## src/rtl/i2c_byte_ctrl_if.sv

```systemverilog
// Signal bundle between the host, i2c_byte_ctrl and the bit-level PHY.
// The DUT uses the slave modport; the host/PHY side uses the master modport.
interface i2c_byte_ctrl_if;
  logic       ena;
  logic       start, stop, read, write;
  logic       ack_in, hold;
  logic [7:0] din;
  logic       cmd_ack, ack_out;
  logic [7:0] dout;
  logic       i2c_busy, i2c_al;
  logic [3:0] core_cmd;
  logic       core_txd;
  logic       core_ack, core_rxd, core_al;

  modport slave (
    input  ena, start, stop, read, write, ack_in, hold, din,
    input  core_ack, core_rxd, core_al,
    output cmd_ack, ack_out, dout, i2c_busy, i2c_al, core_cmd, core_txd
  );

  modport master (
    output ena, start, stop, read, write, ack_in, hold, din,
    output core_ack, core_rxd, core_al,
    input  cmd_ack, ack_out, dout, i2c_busy, i2c_al, core_cmd, core_txd
  );
endinterface

```

## src/rtl/i2c_byte_ctrl.sv

```systemverilog
// Byte-level I2C sequencer: turns host byte commands into PHY bit commands.
// Define I2C_BYTE_HOLD_EN to enable the post-byte bus-hold state (ST_HOLD).
module i2c_byte_ctrl (
  input  logic           clk,
  input  logic           rstn,
  i2c_byte_ctrl_if.slave bus
);
  localparam logic [3:0] I2C_CMD_NOP   = 4'h0;
  localparam logic [3:0] I2C_CMD_START = 4'h1;
  localparam logic [3:0] I2C_CMD_STOP  = 4'h2;
  localparam logic [3:0] I2C_CMD_WRITE = 4'h4;
  localparam logic [3:0] I2C_CMD_READ  = 4'h8;
`ifdef I2C_BYTE_HOLD_EN
  localparam logic [3:0] I2C_CMD_WAIT  = 4'h3;
`endif

  typedef enum logic [2:0] {
    ST_IDLE  = 3'd0,
    ST_START = 3'd1,
    ST_WRITE = 3'd2,
    ST_READ  = 3'd3,
    ST_ACK   = 3'd4,
    ST_STOP  = 3'd5,
    ST_HOLD  = 3'd6
  } state_t;

  state_t     state_r, state_s;
  logic [3:0] cmd_r, cmd_s;
  logic       txd_r, txd_s;
  logic [7:0] sr_r, sr_s;
  logic [2:0] cnt_r, cnt_s;
  logic       cmd_ack_r, cmd_ack_s;
  logic       ack_out_r, ack_out_s;
  logic [7:0] dout_r, dout_s;
  logic       al_r, al_s;
  logic       al_pend_r, al_pend_s;
  logic       fin_s;

  // State and datapath registers; ena low freezes everything.
  always_ff @(posedge clk or negedge rstn) begin
    if (!rstn) begin
      state_r   <= ST_IDLE;
      cmd_r     <= I2C_CMD_NOP;
      txd_r     <= 1'b1;
      sr_r      <= 8'h00;
      cnt_r     <= 3'd0;
      cmd_ack_r <= 1'b0;
      ack_out_r <= 1'b0;
      dout_r    <= 8'h00;
      al_r      <= 1'b0;
      al_pend_r <= 1'b0;
    end else if (bus.ena) begin
      state_r   <= state_s;
      cmd_r     <= cmd_s;
      txd_r     <= txd_s;
      sr_r      <= sr_s;
      cnt_r     <= cnt_s;
      cmd_ack_r <= cmd_ack_s;
      ack_out_r <= ack_out_s;
      dout_r    <= dout_s;
      al_r      <= al_s;
      al_pend_r <= al_pend_s;
    end
  end

  // Next-state and next-output logic.
  always_comb begin
    state_s   = state_r;
    cmd_s     = cmd_r;
    txd_s     = txd_r;
    sr_s      = sr_r;
    cnt_s     = cnt_r;
    cmd_ack_s = 1'b0;
    ack_out_s = ack_out_r;
    dout_s    = dout_r;
    al_s      = 1'b0;
    al_pend_s = 1'b0;
    fin_s     = 1'b0;

    case (state_r)
      ST_IDLE: begin
        // Launching is blocked while the previous sequence is still being acknowledged.
        if (!cmd_ack_r && !al_pend_r && (bus.start || bus.read || bus.write || bus.stop)) begin
          sr_s  = bus.din;
          cnt_s = 3'd7;
          txd_s = 1'b1;
          if (bus.start) begin
            state_s = ST_START;
            cmd_s   = I2C_CMD_START;
          end else if (bus.read) begin
            state_s = ST_READ;
            cmd_s   = I2C_CMD_READ;
          end else if (bus.write) begin
            state_s = ST_WRITE;
            cmd_s   = I2C_CMD_WRITE;
            txd_s   = bus.din[7];
          end else begin
            state_s = ST_STOP;
            cmd_s   = I2C_CMD_STOP;
          end
        end else begin
          state_s = ST_IDLE;
        end
      end
      ST_START: begin
        if (bus.core_ack) begin
          if (bus.read) begin
            state_s = ST_READ;
            cmd_s   = I2C_CMD_READ;
            txd_s   = 1'b1;
          end else if (bus.write) begin
            state_s = ST_WRITE;
            cmd_s   = I2C_CMD_WRITE;
            txd_s   = sr_r[7];
          end else begin
            fin_s = 1'b1;
          end
        end else begin
          state_s = ST_START;
        end
      end
      ST_WRITE, ST_READ: begin
        if (bus.core_ack) begin
          sr_s = {sr_r[6:0], bus.core_rxd};
          if (cnt_r == 3'd0) begin
            state_s = ST_ACK;
            if (state_r == ST_READ) begin
              cmd_s = I2C_CMD_WRITE;
              txd_s = bus.ack_in;
            end else begin
              cmd_s = I2C_CMD_READ;
              txd_s = 1'b1;
            end
          end else begin
            cnt_s = cnt_r - 3'd1;
            txd_s = (state_r == ST_WRITE) ? sr_s[7] : 1'b1;
          end
        end else begin
          state_s = state_r;
        end
      end
      ST_ACK: begin
        if (bus.core_ack) begin
          ack_out_s = bus.core_rxd;
          dout_s    = sr_r;
          if (bus.stop) begin
            state_s = ST_STOP;
            cmd_s   = I2C_CMD_STOP;
            txd_s   = 1'b1;
          end else begin
            fin_s = 1'b1;
          end
        end else begin
          state_s = ST_ACK;
        end
      end
      ST_STOP: begin
        // A STOP completion never enters the hold state.
        if (bus.core_ack) begin
          state_s   = ST_IDLE;
          cmd_s     = I2C_CMD_NOP;
          txd_s     = 1'b1;
          cmd_ack_s = 1'b1;
        end else begin
          state_s = ST_STOP;
        end
      end
      ST_HOLD: begin
        if (!bus.hold) begin
          state_s = ST_IDLE;
          cmd_s   = I2C_CMD_NOP;
        end else begin
          state_s = ST_HOLD;
        end
      end
      default: begin
        state_s = ST_IDLE;
        cmd_s   = I2C_CMD_NOP;
        txd_s   = 1'b1;
      end
    endcase

    if (fin_s) begin
      state_s   = ST_IDLE;
      cmd_s     = I2C_CMD_NOP;
      txd_s     = 1'b1;
      cmd_ack_s = 1'b1;
`ifdef I2C_BYTE_HOLD_EN
      if (bus.hold) begin
        state_s = ST_HOLD;
        cmd_s   = I2C_CMD_WAIT;
      end else begin
        state_s = ST_IDLE;
      end
`endif
    end else begin
      cmd_ack_s = cmd_ack_s;
    end

    // Arbitration loss wins over everything; it is reported one cycle later.
    if (bus.core_al) begin
      state_s   = ST_IDLE;
      cmd_s     = I2C_CMD_NOP;
      txd_s     = 1'b1;
      cmd_ack_s = 1'b0;
      ack_out_s = ack_out_r;
      dout_s    = dout_r;
      al_pend_s = 1'b1;
    end else begin
      al_pend_s = 1'b0;
    end

    if (al_pend_r) begin
      al_s      = 1'b1;
      cmd_ack_s = 1'b1;
    end else begin
      al_s = 1'b0;
    end
  end

  assign bus.core_cmd = cmd_r;
  assign bus.core_txd = txd_r;
  assign bus.cmd_ack  = cmd_ack_r;
  assign bus.ack_out  = ack_out_r;
  assign bus.dout     = dout_r;
  assign bus.i2c_al   = al_r;
  assign bus.i2c_busy = (state_r != ST_IDLE);
endmodule

```

## src/flat_wrapper.sv

```systemverilog
// flat-port wrapper written by rule: the top's interface ports become plain ports
module i2c_byte_ctrl_flat 
  (clk, rstn, bus_ena, bus_start, bus_stop, bus_read, bus_write, bus_ack_in, bus_hold, bus_din, bus_core_ack, bus_core_rxd, bus_core_al, bus_cmd_ack, bus_ack_out, bus_dout, bus_i2c_busy, bus_i2c_al, bus_core_cmd, bus_core_txd);
  i2c_byte_ctrl_if bus_i ();
  input  logic clk;
  input  logic rstn;
  input wire logic [$bits(bus_i.ena)-1:0] bus_ena;
  input wire logic [$bits(bus_i.start)-1:0] bus_start;
  input wire logic [$bits(bus_i.stop)-1:0] bus_stop;
  input wire logic [$bits(bus_i.read)-1:0] bus_read;
  input wire logic [$bits(bus_i.write)-1:0] bus_write;
  input wire logic [$bits(bus_i.ack_in)-1:0] bus_ack_in;
  input wire logic [$bits(bus_i.hold)-1:0] bus_hold;
  input wire logic [$bits(bus_i.din)-1:0] bus_din;
  input wire logic [$bits(bus_i.core_ack)-1:0] bus_core_ack;
  input wire logic [$bits(bus_i.core_rxd)-1:0] bus_core_rxd;
  input wire logic [$bits(bus_i.core_al)-1:0] bus_core_al;
  output wire logic [$bits(bus_i.cmd_ack)-1:0] bus_cmd_ack;
  output wire logic [$bits(bus_i.ack_out)-1:0] bus_ack_out;
  output wire logic [$bits(bus_i.dout)-1:0] bus_dout;
  output wire logic [$bits(bus_i.i2c_busy)-1:0] bus_i2c_busy;
  output wire logic [$bits(bus_i.i2c_al)-1:0] bus_i2c_al;
  output wire logic [$bits(bus_i.core_cmd)-1:0] bus_core_cmd;
  output wire logic [$bits(bus_i.core_txd)-1:0] bus_core_txd;
  assign bus_i.ena = bus_ena;
  assign bus_i.start = bus_start;
  assign bus_i.stop = bus_stop;
  assign bus_i.read = bus_read;
  assign bus_i.write = bus_write;
  assign bus_i.ack_in = bus_ack_in;
  assign bus_i.hold = bus_hold;
  assign bus_i.din = bus_din;
  assign bus_i.core_ack = bus_core_ack;
  assign bus_i.core_rxd = bus_core_rxd;
  assign bus_i.core_al = bus_core_al;
  assign bus_cmd_ack = bus_i.cmd_ack;
  assign bus_ack_out = bus_i.ack_out;
  assign bus_dout = bus_i.dout;
  assign bus_i2c_busy = bus_i.i2c_busy;
  assign bus_i2c_al = bus_i.i2c_al;
  assign bus_core_cmd = bus_i.core_cmd;
  assign bus_core_txd = bus_i.core_txd;
  i2c_byte_ctrl u_core (.clk(clk), .rstn(rstn), .bus(bus_i));
endmodule
```

## config.mk

```make
export PLATFORM = sky130hd
export DESIGN_NAME = i2c_byte_ctrl_flat
export DESIGN_NICKNAME = d
export VERILOG_FILES = /design/src/rtl/i2c_byte_ctrl_if.sv /design/src/rtl/i2c_byte_ctrl.sv /design/src/flat_wrapper.sv
export SDC_FILE = /design/constraint.sdc
export NUM_CORES = 1
export LEC_CHECK = 0
export CAP_MARGIN = 20
export CORE_MARGIN = 4
export CORE_UTILIZATION = 40
export CTS_BUF_LIST = sky130_fd_sc_hd__clkbuf_2
export CTS_CLUSTER_DIAMETER = 120
export DETAILED_ROUTE_END_ITERATION = 16
export PLACE_DENSITY = 0.71
export SLEW_MARGIN = 25
export SYNTH_ARGS = -nofsm -noshare
export SYNTH_HDL_FRONTEND = slang
export SYNTH_SLANG_ARGS = --single-unit
```

## constraint.sdc

```tcl
create_clock -name clk -period 2.5 [get_ports clk]
set_clock_uncertainty 0.1 [all_clocks]
set_input_delay 0.5 -clock clk [delete_from_list [all_inputs] [get_ports clk]]
set_output_delay 0.5 -clock clk [all_outputs]
set_load 0.02 [all_outputs]
```

* Word level (Yosys, flattened, before mapping)
Cells that the tools add are included.
** Storage, ports and cells
- Flip-flop bits (word level) :: 31
- Latch bits :: 0
- Bits in writable memories :: 0
- ROM bits :: 0
- Input port bits :: 20
- Word-level logic and storage cells :: 121
- Memories :: 0
** Cells by class
- Add/sub/neg operators :: 1
- Multipliers :: 0
- Divide/modulo/power cells :: 0
- Order comparisons :: 0
- Equality and inequality tests :: 21
- Shifts and indexed selects :: 0
- Muxes and demuxes :: 70
- Bitwise gates (word level) :: 1
- Reduce and logical (&&, ||, !) cells :: 18
** Operators by type and width (count)
- 4-bit two-way mux :: 15
- 3-bit two-way mux :: 19
- 1-bit two-way mux :: 28
- 4-bit by 3-bit inequality test with 1-bit output, second input constant :: 6
- 4-bit one-hot mux with 6 select lines :: 1
- 3-bit one-hot mux with 6 select lines :: 1
- 8-bit two-way mux :: 2
- 8-bit one-hot mux with 2 select lines :: 1
- 5-bit by 4-bit inequality test with 1-bit output, second input constant :: 2
- 10-bit AND reduction :: 1
- 5-bit AND reduction :: 2
- 3-bit equality test, second input constant :: 3
- 9-bit AND reduction :: 1
- 4-bit by 2-bit inequality test with 1-bit output, second input constant :: 2
- 4-bit AND reduction :: 2
- 3-bit by 2-bit equality test with 1-bit output, second input constant :: 2
- 3-bit zero test :: 2
- 6-bit by 5-bit inequality test with 1-bit output, second input constant :: 1
- 1-bit one-hot mux with 6 select lines :: 1
- 3-bit one-hot mux with 2 select lines :: 1
- 2-bit inequality test, second input constant :: 2
- 3-bit by 1-bit equality test with 1-bit output, second input constant :: 1
- 1-bit logical OR :: 3
- 3-bit by 2-bit inequality test with 1-bit output, second input constant :: 1
- 9 further kinds :: 11

* Longest topological paths before layout
Gate-level depths: netlist of the first run.
- Word-level depth :: 8
- Gate-level depth with buffers :: 8

* Worst setup path before layout of the first run
No wires, ideal clock.
- Kind :: input-to-reg
- Start :: input port bus_start
- End :: register u_core.cnt_r[0]
- Library setup time :: 119 ps
- Arrival :: 1661 ps
- Data required time :: 2281 ps
- Path slack :: 620 ps
- Stages :: 6
- Cell sequence :: or4_4 > a32oi_1 > or3_1 > buf_6 > a21oi_1 > o21a_1
** On the way
- Cells in the longest elaborated chain, start to end :: 6
** Ends and longest elaborated chain
- from (decl) :: line flat_wrapper.sv:8 : input wire logic [$bits(bus_i.start)-1:0] bus_start;
- 1-bit logical OR (3 in series) :: line i2c_byte_ctrl.sv:83 : if (!cmd_ack_r && !al_pend_r && (bus.start || bus.read || bus.write || bus.stop)) begin
- 1-bit logical AND :: line i2c_byte_ctrl.sv:83
- 2-bit by 1-bit inequality test with 1-bit output (no line)
- 5-bit AND reduction (no line)
- to (signal assigned) :: line i2c_byte_ctrl.sv:57 : cnt_r <= cnt_s;
- to (decl) :: line i2c_byte_ctrl.sv:31 : logic [2:0] cnt_r, cnt_s;
No other way between the ends.
A chain may end at the register's enable or synchronous reset.

* Worst setup path after layout of the first run
- Start :: register u_core.state_r[2]
- End :: output port bus_i2c_busy
** On the way
- Cells in the longest elaborated chain, start to end :: 1
** Ends and longest elaborated chain
- from (decl) :: line i2c_byte_ctrl.sv:27 : state_t state_r, state_s;
- from (signal assigned) :: line i2c_byte_ctrl.sv:53 : state_r <= state_s;
- 3-bit nonzero test :: line i2c_byte_ctrl.sv:227 : assign bus.i2c_busy = (state_r != ST_IDLE);
- to (decl) :: line flat_wrapper.sv:21 : output wire logic [$bits(bus_i.i2c_busy)-1:0] bus_i2c_busy;
No other way between the ends.

==> out/summary.log, run 1 <==
qor: outcome.run_status finished, final reports clean
qor: cts.cts_tree yes
qor: cts.insertion_delay_of_the_later_clocked_pin_in_the_worst_skew_pair 0.37 ns
qor: run.timing.max_cap.violations 0
qor: cts.cts_inserted_buffers 5
qor: placement.detailedPlacementHpwl 3.12 mm
qor: timing.setup_viol_count_final 0
qor: timing.finalHoldViolCount 0
qor: power_and_ir_drop.switching_fraction_of_total_power 38.9%
qor: die.num_rows 23
qor: yosys.mappedNetlistNets 201
qor: timing.relSlewSlack 73.9%
qor: timing.final_min_period_over_clock_period 91.3%
qor: global_routing.grt_max_degree 32
qor: setup_path.kind_of_capture_point_of_the_worst_setup_path primary output
qor: setup_path.slowest_stage sky130_fd_sc_hd__clkdlybuf4s50_1
qor: yosys.syn_inst 179
qor: die.start_util 42.9%
qor: yosys.post-synth-top-area-fraction 42.3%
qor: yosys.synth.yosys.seq_area_share 43.7%
qor: global_routing.via_count_of_the_first_global_routing_pass 1472
qor: power_and_ir_drop.seq_power_share 35.4%
qor: die.io_pins 37
qor: timing.final_max_slew_viol_count 0
qor: timing.worstMarginPinSlew 0.391 ns
qor: yosys.number_of_enable_flip_flop_cells_after_synthesis 0
qor: global_routing.initial_antenna_violation_count 0
qor: power_and_ir_drop.max-vdd-ir-drop 0.000536 V
qor: setup_path.critPathMaxStageDelay 0.57 ns
qor: setup_path.cp_top_family buffers and inverters
qor: yosys.synthDistinctLibCells 45
qor: final_layout.combined_area_of_the_multi_input_logic_cells 885 µm²
qor: cts.clock_sinks 31
qor: detailed_routing.drt_drc_violations_left 0
qor: cts.ctsRootBufferMaster sky130_fd_sc_hd__clkbuf_2
qor: setup_path.timing.critical_path.arrival 1.68 ns
qor: power_and_ir_drop.power.net_switching 0.863 mW
qor: yosys.ys_dominant_reg_cell sky130_fd_sc_hd__dfrtp_1
qor: setup_path.timing.critical_path.buf_inv 1
qor: power_and_ir_drop.clock_power_share 15.6%
qor: setup_path.timing.setup.critical_path_class register to primary output
qor: timing.rsz0062_at_grt false
qor: cts.post_cts_hold_buffer_count 0
qor: setup_path.r2r_setup_slack 0.59 ns
qor: final_layout.antenna_cells 0
qor: final_layout.fin_nets 250
qor: detailed_routing.wire_per_inst 15.0 µm
qor: global_routing.grtUsageTotal 16.3%
qor: die.core_region_area 0.00414 mm²
qor: final_layout.postLayoutCoreUtil 55.7%
qor: cts.ctsHtreeMaxLevel 2
qor: power_and_ir_drop.power_frac_comb 49.0%
qor: power_and_ir_drop.p_leak 1.04 nW
qor: cts.max-clock-path-buffers 2
qor: final_layout.fillers 385
qor: setup_path.path_max_fanout 4
qor: placement.finalWeightedCongestion 0.860
qor: die.die_w 74.6 µm
qor: setup_path.cp_data_required_time 1.90 ns
qor: setup_path.worstPathCellList nor2_1 -> nand2_1 -> clkdlybuf4s50_1
qor: power_and_ir_drop.pwr_density_cell 960 mW/mm²
qor: detailed_routing.routed-via-count 1558
qor: yosys.post_synth_main_area_contributors sky130_fd_sc_hd__dfrtp_1, sky130_fd_sc_hd__mux2_2, sky130_fd_sc_hd__mux2i_1
qor: final_layout.layout-drive-gt1-share 18.8%
qor: yosys.syn-cell-area 0.00178 mm²
qor: detailed_routing.ant_nets 0
qor: yosys.ys_warn_count 0
qor: die.die_h 74.6 µm
qor: global_routing.grt_total_ovfl 0
qor: detailed_routing.drt_pre_antenna_iters 4
qor: cts.worst_setup_hold_path_clk_slew 0.18 ns
qor: timing.fmax 0.438 GHz
qor: power_and_ir_drop.p_int 1.35 mW
qor: final_layout.regArea 777 µm²
qor: placement.port-buffer-count 36
qor: setup_path.worst_setup_path_start_kind register
qor: yosys.async_flop_share 100%
qor: worst_hold_path.hold_path.class input port to async pin
qor: detailed_routing.drt_first_iter_violations 128
qor: timing.fin_setup_tns 0 ns
qor: timing.min_cycle_time_layout 2.28 ns
qor: global_routing.wire_length_of_the_first_global_routing_pass 6.86 mm
qor: final_layout.area.growth.synth_to_final 30.0%
qor: yosys.ys_ff_latch 31
qor: yosys.synth.largest_area_cell sky130_fd_sc_hd__dfrtp_1
qor: detailed_routing.routed_via_density 5.58
qor: yosys.post_synth.cell_area_avg 9.93 µm²
qor: die.fp.dieArea 0.00557 mm²
qor: detailed_routing.wire_length_after_detailed_routing 4.20 mm
synthesized netlist by cell type (all sizes together) (2+ instances only):
cell / instances
a21oi: 5
a211oi: 2
inv: 7
o211ai: 3
nand3b: 2
mux2i: 9
nor3b: 2
a31o: 2
a32o: 3
nor2: 12
nand2b: 2
or4: 2
and2: 5
dfrtp: 30
o22ai: 3
ha: 2
mux2: 12
o2bb2ai: 3
o31ai: 3
o21ai: 16
a2bb2oi: 2
nor3: 5
o21a: 2
nand2: 13
or3: 2
buf: 11
nor2b: 5
nand3: 3
per-stage QoR:
step	power (mW)	instances	hold WS, ns	cell area [µm²]	setup slack (ns)
after detailed placement	1.88	271	0.379	2250	0.0487
final	2.22	279	0.379	2310	0.217
after global routing	2.38	279	0.390	2310	0.0853
after floorplan	1.51	179	0.104	1780	0.620
after global placement	1.86	271	0.377	2250	0.0842
after CTS	2.23	279	0.410	2310	0.118
placed cells by master, fill, tap and decap left out, types with 2 or more instances in the layout:
| master | count |
|---|---|
| sky130_fd_sc_hd__clkdlybuf4s50_1 | 36 |
| sky130_fd_sc_hd__dfrtp_1 | 30 |
| sky130_fd_sc_hd__buf_4 | 18 |
| sky130_fd_sc_hd__o21ai_0 | 14 |
| sky130_fd_sc_hd__nand2_1 | 13 |
| sky130_fd_sc_hd__nor2_1 | 12 |
| sky130_fd_sc_hd__mux2_2 | 12 |
| sky130_fd_sc_hd__mux2i_1 | 9 |
| sky130_fd_sc_hd__inv_1 | 6 |
| sky130_fd_sc_hd__nor2b_1 | 5 |
| sky130_fd_sc_hd__and2_1 | 5 |
| sky130_fd_sc_hd__nor3_1 | 5 |
| sky130_fd_sc_hd__a21oi_1 | 5 |
| sky130_fd_sc_hd__clkbuf_2 | 5 |
| sky130_fd_sc_hd__nand3_1 | 3 |
| sky130_fd_sc_hd__o211ai_1 | 3 |
| sky130_fd_sc_hd__o2bb2ai_1 | 3 |
| sky130_fd_sc_hd__a32o_1 | 3 |
| sky130_fd_sc_hd__o31ai_1 | 3 |
| sky130_fd_sc_hd__o22ai_1 | 3 |
| sky130_fd_sc_hd__nor3b_1 | 2 |
| sky130_fd_sc_hd__nand2b_1 | 2 |
| sky130_fd_sc_hd__nand3b_1 | 2 |
| sky130_fd_sc_hd__or3_1 | 2 |
| sky130_fd_sc_hd__a2bb2oi_1 | 2 |
| sky130_fd_sc_hd__a31o_2 | 2 |
| sky130_fd_sc_hd__a211oi_1 | 2 |
| sky130_fd_sc_hd__o21a_1 | 2 |
| sky130_fd_sc_hd__ha_1 | 2 |
flip-flops by register name (all words and copies together) (netlist names):
| signal | count |
|---|---|
| u_core.bus.dout | 8 |
| u_core.state_r | 3 |
| u_core.bus.core_cmd | 4 |
| u_core.bus.ack_out | 1 |
| u_core.sr_r | 8 |
| u_core.bus.cmd_ack | 1 |
| u_core.cnt_r | 3 |
| u_core.bus.i2c_al | 1 |
| u_core.bus.core_txd | 1 |
| u_core.al_pend_r | 1 |
path summary, 6_finish.rpt:
kind | startpoint | endpoint | cells after the start
max in group asynchronous | rstn | u_core.bus.core_txd | 2
worst min-delay path | rstn | u_core.bus.core_cmd[1] | 2
worst min register to register | u_core.bus.core_cmd[2] | u_core.bus.core_cmd[2] | 1
min in group clk | u_core.bus.core_cmd[2] | u_core.bus.core_cmd[2] | 1
worst max-delay path | u_core.state_r[2] | bus_i2c_busy | 3
worst max register to register | u_core.state_r[0] | u_core.bus.core_cmd[3] | 6
routing by layer:
layer	track usage, %	vias up	wire length [µm]
met5	0	-	0
met1	22.4	744	1950
met2	24.7	48	1930
met4	4.55	0	55
li1	-	759	-
met3	5.34	7	258
power groups by stage:
stage               Combinational (mW)  Clock [mW]  Sequential (mW)
detailed placement                1.09           0            0.796
CTS                               1.09       0.351            0.785
global placement                  1.07           0            0.792
floorplan                        0.648           0            0.857
finish                            1.09       0.346            0.784
global route                      1.19       0.383            0.813
timing repair:
item	in CTS	in global routing
setup endpoints to repair	0	1
gates resized for setup	0	1
buffers inserted	0	0
final cells by class:
class	count	share of cell area, %
clock buffers	5	1.08
clock inverters	3	1.68
inverters	7	1.14
multi-input cells	129	38.3
flip-flops and latches	31	33.6
well taps	50	2.71
repair buffers	54	21.5
logic make-up (layout without fill, tap and decap cells):
| kind of cell | count (synthesis) | after routing | share of synthesized area, % |
|---|---|---|---|
| compound gates | 50 | 50 | 19.3 |
| mux | 21 | 21 | 12.7 |
| simple gates | 56 | 56 | 16.4 |
| fa+ha+maj | 2 | 2 | 1.41 |
| flops | 31 | 31 | 43.7 |
| buf+inv | 19 | 69 | 6.48 |
Power figures use the tool's default switching activity.
==> run 2, diff against run 1 <==
CAP_MARGIN = 10   (was 20)
GPL_TIMING_DRIVEN = 0   (was unset)
==> run 2 against run 1 <==
Utilization fell by 1.3 points. Wire length rose by 5.9%. Non-clock buffer count fell by 6. Critical path depth rose by 1. Sequential share of layout area rose by 0.82 points. Hold slack got worse by 0.045 ns. Count of clock-buffer cells in the layout rose by 2. Cell count fell by 2.2%. Highest routed layer unchanged.
==> out/summary.log, run 2 (synthesized netlist as in run 1, its figures left out) <==
qor: cts.ctsRootBufferMaster sky130_fd_sc_hd__clkbuf_2
qor: timing.fmax 0.429 GHz
qor: timing.finalHoldViolCount 0
qor: placement.finalWeightedCongestion 0.914
qor: timing.rsz0062_at_grt false
qor: setup_path.timing.critical_path.buf_inv 3
qor: setup_path.worst_setup_path_start_kind register
qor: final_layout.finish.cell_count_without_fillers 273
qor: detailed_routing.routed-via-count 1556
qor: detailed_routing.ant_nets 0
qor: detailed_routing.drt_drc_violations_left 0
qor: power_and_ir_drop.max-vdd-ir-drop 0.000417 V
qor: global_routing.wire_length_of_the_first_global_routing_pass 7.44 mm
qor: die.die_h 74.6 µm
qor: timing.setup_viol_count_final 0
qor: global_routing.grtUsageTotal 17.6%
qor: cts.cts_tree yes
qor: cts.ctsHtreeMaxLevel 2
qor: timing.min_cycle_time_layout 2.33 ns
qor: power_and_ir_drop.p_leak 1.02 nW
qor: detailed_routing.drt_pre_antenna_iters 4
qor: setup_path.timing.setup.critical_path_class register to primary output
qor: setup_path.cp_data_required_time 1.90 ns
qor: die.start_util 42.9%
qor: global_routing.initial_antenna_violation_count 0
qor: power_and_ir_drop.design_power_total 2.13 mW
qor: setup_path.slowest_stage sky130_fd_sc_hd__dlygate4sd2_1
qor: detailed_routing.wire_length_after_detailed_routing 4.44 mm
qor: global_routing.grt_total_ovfl 0
qor: placement.placed_cells 264
qor: die.core_region_area 0.00414 mm²
qor: setup_path.cp_top_family buffers and inverters
qor: timing.final_min_period_over_clock_period 93.3%
qor: detailed_routing.drt_first_iter_violations 109
qor: cts.max-clock-path-buffers 2
qor: timing.relSlewSlack 66.1%
qor: detailed_routing.wire_per_inst 16.3 µm
qor: outcome.run_status finished, final reports clean
qor: final_layout.final_common_cell sky130_fd_sc_hd__clkdlybuf4s50_1
qor: timing.final_max_slew_viol_count 0
qor: run.timing.max_cap.violations 0
qor: die.die_w 74.6 µm
qor: final_layout.fin_nets 244
qor: final_layout.area.growth.synth_to_final 26.9%
qor: die.fp.dieArea 0.00557 mm²
qor: timing.final.hold.worst_slack 0.334 ns
qor: setup_path.path_max_fanout 10
qor: power_and_ir_drop.pwr_density_cell 945 mW/mm²
qor: final_layout.antenna_cells 0
qor: cts.insertion_delay_of_the_later_clocked_pin_in_the_worst_skew_pair 0.37 ns
qor: die.num_rows 23
qor: setup_path.worstPathCellList buf_2 -> clkinvlp_4 -> nand2_1 -> dlygate4sd2_1
qor: setup_path.critPathMaxStageDelay 0.36 ns
qor: cts.worst_setup_hold_path_clk_slew 0.17 ns
qor: cts.cts_inserted_buffers 5
qor: global_routing.grt_max_degree 21
qor: final_layout.layout-drive-gt1-share 17.5%
qor: die.io_pins 37
qor: final_layout.layout.cells.most_common_list sky130_fd_sc_hd__clkdlybuf4s50_1, sky130_fd_sc_hd__dfrtp_1, sky130_fd_sc_hd__o21ai_0, sky130_fd_sc_hd__nand2_1
qor: setup_path.kind_of_capture_point_of_the_worst_setup_path primary output
qor: placement.detailedPlacementHpwl 3.26 mm
qor: detailed_routing.routed_via_density 5.70
qor: worst_hold_path.hold_path.class input port to register
qor: cts.clock_sinks 31
qor: setup_path.timing.critical_path.arrival 1.73 ns
qor: placement.port-buffer-count 34
qor: global_routing.via_count_of_the_first_global_routing_pass 1534
qor: timing.worstMarginPinSlew 0.507 ns
[run 2: final cells by class]
type                            instances  area (µm²)
Timing Repair Buffer                   36         372
Multi-Input combinational cell        129         885
Buffer                                 12        88.8
Clock buffer                            7        35.0
Sequential cell                        31         777
Clock inverter                          1        5.00
Inverter                                7        30.0
Fill cell                             383        1890
Tap cell                               50        62.6
[run 2: metrics by stage]
step           TNS, ns  area, µm²  util, %  setup slack (ns)
2_1_floorplan        0       1780        -             0.620
3_3_place_gp    -0.108       2180     52.6           -0.0475
3_5_place_dp    -0.294       2200     53.1           -0.0467
4_1_cts              0       2250     54.4             0.167
5_1_grt              0       2250     54.4            0.0427
6_report             0       2250     54.4             0.167
[run 2: repair_timing]
item | 4_1_cts | 5_1_grt
hold buffers | 1 | 0
setup buffers | 0 | 0
endpoints found under the hold margin | 10 | 0
gates resized for setup | 2 | 0
setup endpoints to repair | 1 | 0
[run 2: routing by layer]
metal,track usage (%),wire (µm)
met2,27.8,2070
met1,24.2,2100
met5,0,0
met3,4.94,238
met4,4.15,29
[run 2: final timing paths]
path,startpoint,to,slack (ns),cells past startpoint
min in group asynchronous,rstn,u_core.bus.core_cmd[1],0.42,2
setup / recovery,u_core.state_r[1],bus_i2c_busy,0.17,4
max in group asynchronous,rstn,u_core.bus.dout[0],1.46,3
hold / removal,bus_ena,u_core.bus.cmd_ack,0.33,2
setup reg to reg,u_core.cnt_r[0],u_core.bus.core_cmd[0],0.41,7
hold reg to reg,u_core.bus.core_cmd[2],u_core.bus.core_cmd[2],0.41,1
[run 2: power breakdown]
group | total (mW) | internal [mW] | switching [mW]
combinational | 1.09 | 0.507 | 0.588
clock | 0.251 | 0.0765 | 0.174
sequential | 0.786 | 0.674 | 0.113
==> run 3, diff against run 2 <==
==> constraint.sdc (replaced) <==
create_clock -name clk -period 2.5 [get_ports clk]
set_clock_uncertainty 0.1 [all_clocks]
set_input_delay 0.25 -clock clk [delete_from_list [all_inputs] [get_ports clk]]
set_output_delay 0.25 -clock clk [all_outputs]
set_load 0.02 [all_outputs]
==> run 3 against run 2 <==
Critical path depth is the same. Combinational power is essentially flat. Sequential cell count is the same. Critical path type unchanged. Critical endpoint unchanged.
==> out/summary.log, run 3 (synthesized netlist as in run 1, its figures left out) <==
qor: outcome.run_status finished, final reports clean
qor: setup_path.worstReg2RegEnd u_core.bus.core_cmd[0]
qor: final_layout.area.growth.synth_to_final 26.8%
qor: worst_hold_path.hold_path.class input port to register
qor: final_layout.fin_nets 244
qor: global_routing.grt_max_degree 21
qor: placement.finalWeightedCongestion 0.914
qor: detailed_routing.routed.top_layer met4
qor: setup_path.rr_startpoint u_core.cnt_r[0]
qor: detailed_routing.met3RoutedLength 207 µm
qor: timing.finalHoldViolCount 0
qor: detailed_routing.wire_length_after_detailed_routing 4.46 mm
qor: cts.cts_tree yes
qor: die.die_w 74.6 µm
qor: die.fp.dieArea 0.00557 mm²
qor: timing.final_min_period_over_clock_period 92.6%
qor: global_routing.wire_length_of_the_first_global_routing_pass 7.43 mm
qor: final_layout.finish.cell_count_without_fillers 273
qor: detailed_routing.routed_via_density 5.68
qor: placement.placed_cells 264
qor: timing.setup_viol_count_final 0
qor: timing.fmax 0.432 GHz
qor: die.core_region_area 0.00414 mm²
qor: timing.final_max_slew_viol_count 0
qor: detailed_routing.wire_per_inst 16.3 µm
qor: run.timing.max_cap.violations 0
qor: cts.post_cts_hold_buffer_count 1
qor: power_and_ir_drop.max-vdd-ir-drop 0.000417 V
qor: setup_path.worst_setup_path_start_kind register
qor: detailed_routing.drt_pre_antenna_iters 4
qor: worst_hold_path.holdPathStages 2
qor: setup_path.timing.critical_path.arrival 1.97 ns
qor: placement.detailedPlacementHpwl 3.26 mm
qor: power_and_ir_drop.p_leak 1.02 nW
qor: cts.worst_setup_hold_path_clk_slew 0.17 ns
qor: power_and_ir_drop.pwr_density_cell 951 mW/mm²
qor: timing.relSlewSlack 65.9%
qor: global_routing.grt_total_ovfl 0
qor: die.num_rows 23
qor: setup_path.cp_data_required_time 2.15 ns
qor: die.die_h 74.6 µm
qor: cts.clock_sinks 31
qor: worst_hold_path.holdPathEnd u_core.bus.cmd_ack
qor: global_routing.initial_antenna_violation_count 0
qor: detailed_routing.met2WireLength 2.08 mm
qor: final_layout.final_common_cell sky130_fd_sc_hd__clkdlybuf4s50_1
qor: die.io_pins 37
qor: detailed_routing.wl_met1 2.14 mm
qor: detailed_routing.drt_drc_violations_left 0
qor: cts.insertion_delay_of_the_later_clocked_pin_in_the_worst_skew_pair 0.37 ns
qor: timing.final.hold.worst_slack 0.0834 ns
qor: setup_path.r2r.worst_path.cells 7
qor: placement.minimum_setup_slack_after_placement 0.203 ns
qor: worst_hold_path.hold_path_startpoint bus_ena
qor: cts.ctsHtreeMaxLevel 2
qor: setup_path.r2r_setup_slack 0.42 ns
qor: detailed_routing.drt_first_iter_violations 103
qor: detailed_routing.ant_nets 0
qor: setup_path.kind_of_capture_point_of_the_worst_setup_path primary output
qor: die.start_util 42.9%
qor: placement.port-buffer-count 34
qor: setup_path.path_max_fanout 10
qor: final_layout.layout.cells.most_common_list sky130_fd_sc_hd__clkdlybuf4s50_1, sky130_fd_sc_hd__dfrtp_1, sky130_fd_sc_hd__o21ai_0, sky130_fd_sc_hd__nand2_1
qor: global_routing.via_count_of_the_first_global_routing_pass 1537
qor: global_routing.grtUsageTotal 17.6%
qor: final_layout.layout-drive-gt1-share 17.0%
qor: final_layout.fillers 382
qor: cts.ctsRootBufferMaster sky130_fd_sc_hd__clkbuf_2
qor: cts.cts_setup_buffers 0
qor: cts.max-clock-path-buffers 2
qor: timing.min_cycle_time_layout 2.32 ns
qor: timing.finalWorstSetupSlack 0.184 ns
qor: final_layout.antenna_cells 0
qor: timing.fin_setup_tns 0 ns
qor: cts.cts_inserted_buffers 5
qor: detailed_routing.routed-via-count 1551
qor: timing.worstMarginPinSlew 0.510 ns
qor: timing.rsz0062_at_grt false
qor: setup_path.timing.setup.critical_path_class register to primary output
qor: cts.postCtsResizedCells 0
[run 3: cell count changes in the layout (fill, tap and decap cells not counted), sizes merged]
| cell | before | now |
|---|---|---|
| clkdlybuf4s50 | 32 | 33 |
| dlygate4sd2 | 1 | 0 |
| clkinvlp | 1 | 0 |
| inv | 6 | 7 |
[run 3: layout make-up]
cell class / count / area, µm² / area share (%)
sequential: 31 / 777 / 34.5
timing repair buffer: 36 / 373 / 16.6
buffer: 12 / 88.8 / 3.94
clock inverter: 1 / 5.00 / 0.222
inverter: 7 / 26.3 / 1.17
clock buffer: 7 / 35.0 / 1.56
multi-input combinational: 129 / 885 / 39.3
tap: 50 / 62.6 / 2.78
[run 3: how the worst max path moves through the flow]
stage,start,to,slack (ns),cells after the start
after floorplan,u_core.cnt_r[0],u_core.bus.core_cmd[0],0.71,7
after global placement,bus_read,u_core.cnt_r[0],0.20,7
after detailed placement,bus_read,u_core.cnt_r[0],0.20,7
after CTS,u_core.state_r[1],bus_i2c_busy,0.20,4
after global routing,u_core.state_r[1],bus_i2c_busy,0.08,4
final,u_core.state_r[1],bus_i2c_busy,0.18,4
[run 3: power breakdown]
group          internal, mW  switching (mW)  leakage [nW]
registers             0.674           0.112         0.392
logic                 0.516           0.588         0.591
clock network        0.0765           0.174        0.0330
[run 3: worst max-delay path, stage by stage, from the launching register on]
cell and delay, ns:
sky130_fd_sc_hd__dfrtp_1 0.39, sky130_fd_sc_hd__buf_2 0.18, sky130_fd_sc_hd__inv_1 0.24, sky130_fd_sc_hd__nand2_1 0.20, sky130_fd_sc_hd__clkdlybuf4s50_1 0.58
[run 3: metrics by stage]
stage / power [mW] / instance area (µm²) / util, %
6_report: 2.14 / 2250 / 54.3
5_1_grt: 2.30 / 2250 / 54.3
4_1_cts: 2.15 / 2250 / 54.3
3_5_place_dp: 1.89 / 2200 / 53.1
3_3_place_gp: 1.87 / 2180 / 52.6
2_1_floorplan: 1.51 / 1780 / -
[run 3: routing by layer]
metal	global-route usage [%]	up-vias
met1	24.2	762
met3	4.94	4
met5	0	-
li1	-	744
met4	4.15	0
met2	27.8	41
